File: config.mk
export PLATFORM = sky130hd
export DESIGN_NAME = clock_divider_prog
export DESIGN_NICKNAME = d
export VERILOG_FILES = /design/src/rtl/clock_divider_pkg.sv /design/src/rtl/clock_divider_core.sv /design/src/rtl/clock_divider_prog.sv
export SDC_FILE = /design/constraint.sdc
export NUM_CORES = 1
export LEC_CHECK = 0
export ABC_AREA = 1
export CAP_MARGIN = 20
export CORE_ASPECT_RATIO = 0.8
export CORE_MARGIN = 2
export CORE_UTILIZATION = 25
export DETAILED_ROUTE_END_ITERATION = 7
export DONT_BUFFER_PORTS = 1
export PLACE_DENSITY = 0.45
export SLEW_MARGIN = 30
export SYNTH_ARGS = -nofsm -noshare
export SYNTH_HDL_FRONTEND = slang
export SYNTH_SLANG_ARGS = --single-unit
File: constraint.sdc
create_clock -name fast_clk -period 3.5 [get_ports fast_clk]
set_input_delay 0.35 -clock fast_clk [delete_from_list [all_inputs] [get_ports fast_clk]]
set_output_delay 0.35 -clock fast_clk [all_outputs]
set_load 0.1 [all_outputs]
File: src/rtl/clock_divider_pkg.sv
// Shared encodings for the programmable clock divider: external mode field
// and internal FSM state.
package clock_divider_pkg;

    typedef enum logic [1:0] {
        RUN  = 2'b00,
        STEP = 2'b01,
        HALT = 2'b10,
        RSVD = 2'b11
    } mode_t;

    typedef enum logic [1:0] {
        S_HALT = 2'b00,
        S_RUN  = 2'b01,
        S_STEP = 2'b10
    } state_t;

endpackage

File: src/rtl/clock_divider_core.sv
// Period counter plus registered clk/tick generation. A new period starts
// whenever the block becomes active or the count reaches the divisor.
module clock_divider_core #(
    parameter int CNT_W = 24
) (
    input  logic             fast_clk,
    input  logic             reset,
    input  logic             run_en,
    input  logic [CNT_W-1:0] div_cur,
    input  logic [CNT_W-1:0] div_nxt,
    output logic             boundary,
    output logic [CNT_W-1:0] cnt_nxt,
    output logic             clk,
    output logic             tick
);
    localparam logic [CNT_W-1:0] ONE = {{(CNT_W-1){1'b0}}, 1'b1};

    logic             active;
    logic [CNT_W-1:0] cnt;

    assign boundary = active && (cnt == div_cur);

    always_comb begin
        cnt_nxt = '0;
        if (run_en && active && (cnt != div_cur))
            cnt_nxt = cnt + ONE;
    end

    // High phase is cnt in [0, H-1] with H = ceil((div+1)/2) = (div>>1)+1,
    // which avoids ever forming the period itself in CNT_W bits.
    always_ff @(posedge fast_clk or posedge reset) begin
        if (reset) begin
            active <= 1'b0;
            cnt    <= '0;
            clk    <= 1'b0;
            tick   <= 1'b0;
        end else begin
            active <= run_en;
            cnt    <= cnt_nxt;
            clk    <= run_en && (cnt_nxt <= (div_nxt >> 1));
            tick   <= run_en && (cnt_nxt == '0);
        end
    end

endmodule

File: src/rtl/clock_divider_prog.sv
// Runtime-programmable clock divider with run/step/halt control and a
// shadowed divisor that only changes at period boundaries.
module clock_divider_prog
    import clock_divider_pkg::*;
#(
    parameter int               CNT_W       = 24,
    parameter logic [CNT_W-1:0] DEFAULT_DIV = 24'hFF_FFFF
) (
    input  logic             fast_clk,
    input  logic             reset,
    input  logic [CNT_W-1:0] div_in,
    input  logic             div_load,
    input  logic [1:0]       mode,
    input  logic             step_req,
    output logic             clk,
    output logic             tick,
    output logic             step_done,
    output logic [CNT_W-1:0] div_cur,
    output state_t           state
);
    localparam logic [CNT_W-1:0] ONE = {{(CNT_W-1){1'b0}}, 1'b1};

    mode_t            mode_e;
    state_t           state_nxt;
    logic             boundary;
    logic             apply;
    logic [CNT_W-1:0] cnt_nxt;
    logic [CNT_W-1:0] div_fix;
    logic [CNT_W-1:0] div_nxt;
    logic [CNT_W-1:0] div_pend;
    logic             pend_valid;

    assign mode_e  = mode_t'(mode);
    assign div_fix = (div_in == '0) ? ONE : div_in;
    assign apply   = (state == S_HALT) || boundary;

    // A load in the applying cycle bypasses the shadow register.
    always_comb begin
        div_nxt = div_cur;
        if (apply) begin
            if (div_load)
                div_nxt = div_fix;
            else if (pend_valid)
                div_nxt = div_pend;
        end
    end

    always_comb begin
        state_nxt = state;
        case (state)
            S_HALT: begin
                if (mode_e == RUN)
                    state_nxt = S_RUN;
                else if ((mode_e == STEP) && step_req)
                    state_nxt = S_STEP;
            end
            S_RUN:   if (boundary && (mode_e != RUN)) state_nxt = S_HALT;
            S_STEP:  if (boundary) state_nxt = S_HALT;
            default: state_nxt = S_HALT;
        endcase
    end

    always_ff @(posedge fast_clk or posedge reset) begin
        if (reset) begin
            state      <= S_HALT;
            step_done  <= 1'b0;
            div_cur    <= DEFAULT_DIV;
            div_pend   <= '0;
            pend_valid <= 1'b0;
        end else begin
            state     <= state_nxt;
            step_done <= (state_nxt == S_STEP) && (cnt_nxt == div_nxt);
            div_cur   <= div_nxt;
            if (apply) begin
                pend_valid <= 1'b0;
            end else if (div_load) begin
                div_pend   <= div_fix;
                pend_valid <= 1'b1;
            end
        end
    end

    clock_divider_core #(.CNT_W(CNT_W)) u_core (
        .fast_clk (fast_clk),
        .reset    (reset),
        .run_en   (state_nxt != S_HALT),
        .div_cur  (div_cur),
        .div_nxt  (div_nxt),
        .boundary (boundary),
        .cnt_nxt  (cnt_nxt),
        .clk      (clk),
        .tick     (tick)
    );

endmodule

==> metrics.md <==
| Metric | Value |
|---|---|
| Clk buf depth | `2` |
| Top post-synthesis cells by area | `dfrtp_1 24%, nand2_1 15%, dfstp_2 11%, inv_1 8.7%, ha_1 5.2%` |
| Final Slew Violations | `0` |
| Syn avg cell area | `around 7.0 sq um` |
| Req. time, crit path | `between 3 and 4 ns` |
| I/O pin total | `between 50 and 60` |
| N_diodes | `0` |
| Overall routing resource usage | `between 15 and 20%` |
| WHS | `-0.01810 ns` |
| Initial core utilization | `about 26%` |
| Critical path arrival | `3.69 ns` |
| RSZ-0062 raised after global routing | `true` |
| Slew @ Worst Pin | `about 1 ns` |
| CP max stage cell | `dfstp_2` |
| Max Cap Viol | `0` |
| Largest area contributor in the netlist | `dfrtp_1` |
| Synth top area share | `around a quarter` |
| FP Rows | `49` |
| FFs w/ async S/R, synth | `100.0%` |
| CP peak stage delay | `0.55 ns` |
| Routed vias | `5643` |
| Hold Buf Count CTS | `0` |
| CTS root buf | `clkbuf_16` |
| Register area | `2009 sq um` |
| Pin count of the biggest net entering global routing | `43` |
| Grt ovf | `0` |
| Buf+Inv Stages, Crit Path | `5` |
| Clk_lat worst skew | `0.35 ns` |
| Outcome | `finished with violations` |
| Post-route ant nets | `0` |
| Share of layout cells above drive strength 1 | `27.23%` |
| CTS tree | `built` |
| H-tree depth | `3` |
| Mapped Area | `between 5000 and 6000 sq um` |
| Fin crit share | `98.46%` |
| Net count after synthesis | `approximately 880` |
| Top Family by Delay on Critical Path | `simple AND/OR/NAND/NOR gates` |
| Multi-input gate area | `between 3000 and 4000 sq um` |
| Die Y | `between 100 and 150 microns` |
| Cell count after synthesis | `between 800 and 900` |
| Post-synth top cells | `228 x nand2_1, 133 x inv_1, 55 x dfrtp_1, 55 x nand3_1, 49 x o21ai_0` |
| Number of synthesized flops with an enable pin | `0` |
| Failing checks | `hold timing` |
| Final clock skew | `between 0.006 and 0.007 ns` |
| Vias/cell | `approximately 4.5` |
| WL/cell | `17.03 microns` |
| Remaining DRCs | `0` |
| Fill cells | `2489` |
| Headroom to the max-slew limit | `roughly 35%` |
| Syn. warnings | `0` |
| CP Launch Type | `flop` |
| Fin nets | `~990` |
| Starting DRT DRC Count | `around 530` |
| Library cells used by synthesis | `39` |
| CP Class | `flop to flop` |
| Post-layout min period | `between 3 and 4 ns` |
| Antenna violations before repair | `0` |
| Die area | `around 24000 sq um` |
| Crit-path most repeated cell | `nand2_1` |
| Fin. Hold Viols | `7` |
| Seq/Total Area, Yosys | `34.90%` |
| Clock Sinks | `79` |
| Overall Power | `between 2 and 2.5 mW` |
| Area delta synth->final | `31.70%` |
| Detailed Route WL | `21.22 mm` |
| Final Setup Violations | `0` |
| Primary FF master, synth | `dfrtp_1` |
| Pwr per Cell Area | `around 270 nW/um^2` |
| First-pass GRT wire length | `32.30 mm` |
| Vias in the first global route | `around 5400` |
| Setup TNS | `0 ns` |
| DP HPWL | `roughly 17 mm` |
| Clock transition at path regs | `around 0.060 ns` |
| Flop and latch count out of synthesis | `79` |
| CORE AREA | `22500 sq um` |
| Top-count cell post-synth | `nand2_1` |
| Crit-path max FO | `7` |
| Fmax | `0.2902 GHz` |
| Tightest Hold Check Type | `primary input to asynchronous set/reset pin` |
| Crit. End Element | `flop` |
| VDD IR-drop max | `about 0.00020 V` |
| Pre-antenna DRT Iters | `5` |
| Die width | `approximately 170 microns` |
| Buffers on Ports | `0` |
| Total CTS buffers | `9` |
| Placer Congestion | `~0.9` |
| Pleak | `approximately 4 nW` |
## final cells by class
cell class                      instances  area share, %
Clock buffer                           12          3.255
Clock inverter                          4         0.5947
Inverter                              148          7.418
Multi-Input combinational cell        565          42.71
Sequential cell                        79          26.53
Tap cell                              306          5.055
Timing Repair Buffer                  132          14.44
## worst paths after layout
path	startpoint	endpoint	slack, ns	depth (start not counted)
setup reg to reg	div_cur[0]$_DFF_PP1_	u_core.clk$_DFF_PP0_	0.05	26
setup / recovery	div_cur[0]$_DFF_PP1_	u_core.clk$_DFF_PP0_	0.05	26
min in group fast_clk	div_in[10]	div_pend[10]$_DFFE_PP0P_	0.17	2
max in group asynchronous	reset	div_cur[9]$_DFF_PP1_	2.74	2
hold / removal	reset	div_pend[7]$_DFFE_PP0P_	-0.02	1
hold reg to reg	div_pend[15]$_DFFE_PP0P_	div_pend[15]$_DFFE_PP0P_	0.49	2
## metrics by stage
stage          std cells  utilization (%)  hold slack (ns)  setup slack (ns)  cell area (sq um)
2_1_floorplan        822                -           0.4534           0.09870               5751
3_3_place_gp        1214            30.71           0.3869          -0.05698               6909
3_5_place_dp        1214            30.71           0.3942          -0.03473               6909
4_1_cts             1233            32.17          0.01663           0.02526               7239
5_1_grt             1246            33.66          0.04615           -0.1301               7574
6_report            1246            33.66         -0.01810           0.05404               7574
## timing repair
action,in CTS,in global routing
endpoints found under the setup margin,1,1
pin swaps,1,22
resized for setup,2,55
setup buffers,3,13
## placed cells by master (no fill, tap or decap), drive strengths merged
cell type / Yosys / layout
nand2: 241 / 241
inv: 146 / 146
buf: 19 / 132
nand3: 61 / 61
o21ai: 56 / 56
dfrtp: 55 / 55
nor2: 50 / 50
nand4: 40 / 40
dfstp: 24 / 24
ha: 24 / 24
nor3: 18 / 18
xor2: 17 / 17
xnor2: 17 / 17
o211ai: 13 / 13
clkbuf: 11 / 12
a21oi: 10 / 10
clkinv: 2 / 5
nand3b: 4 / 4
nor4: 3 / 3
a211oi: 3 / 3
and2: 2 / 2
or2: 1 / 1
o21bai: 1 / 1
a221oi: 1 / 1
a21o: 1 / 1
a31oi: 1 / 1
mux2: 1 / 1
bufinv: 0 / 1
## cell families (layout without fill, tap and decap cells)
| logic type | after synthesis | after routing | share of synthesized area [%] |
|---|---|---|---|
| AND/OR/NAND/NOR | 420 | 420 | 33.31 |
| buffers and inverters | 178 | 296 | 12.64 |
| AO/OA/AOI/OAI | 86 | 86 | 8.551 |
| flip-flops | 79 | 79 | 34.90 |
| XOR/XNOR | 34 | 34 | 5.178 |
| adder cells (fa/ha/maj) | 24 | 24 | 5.222 |
| multiplexers | 1 | 1 | 0.1958 |
## power breakdown
group          internal [mW]  total, mW  switching [mW]  leakage (nW)
combinational         0.0387      0.108          0.0693          2.84
sequential             0.939      0.951          0.0120         0.936
clock                  0.569      0.959           0.390         0.146
total                   1.55       2.02           0.471          3.92
## sequential cells by signal (all words and copies together) (netlist names)
| name | flops |
|---|---|
| div_cur | 24 |
| div_pend | 24 |
| pend_valid | 1 |
| state | 2 |
| step_done | 1 |
| u_core.active | 1 |
| u_core.clk | 1 |
| u_core.cnt | 24 |
| u_core.tick | 1 |
## per-layer routing
layer,vias to the layer above,GRT usage (%),routed length (microns)
li1,2848,-,-
met1,2638,27.23,11090
met2,145,24.86,8612
met3,12,3.333,1260
met4,0,3.836,252
met5,-,0,0
Note: power is estimated with default switching activity, not from simulation.
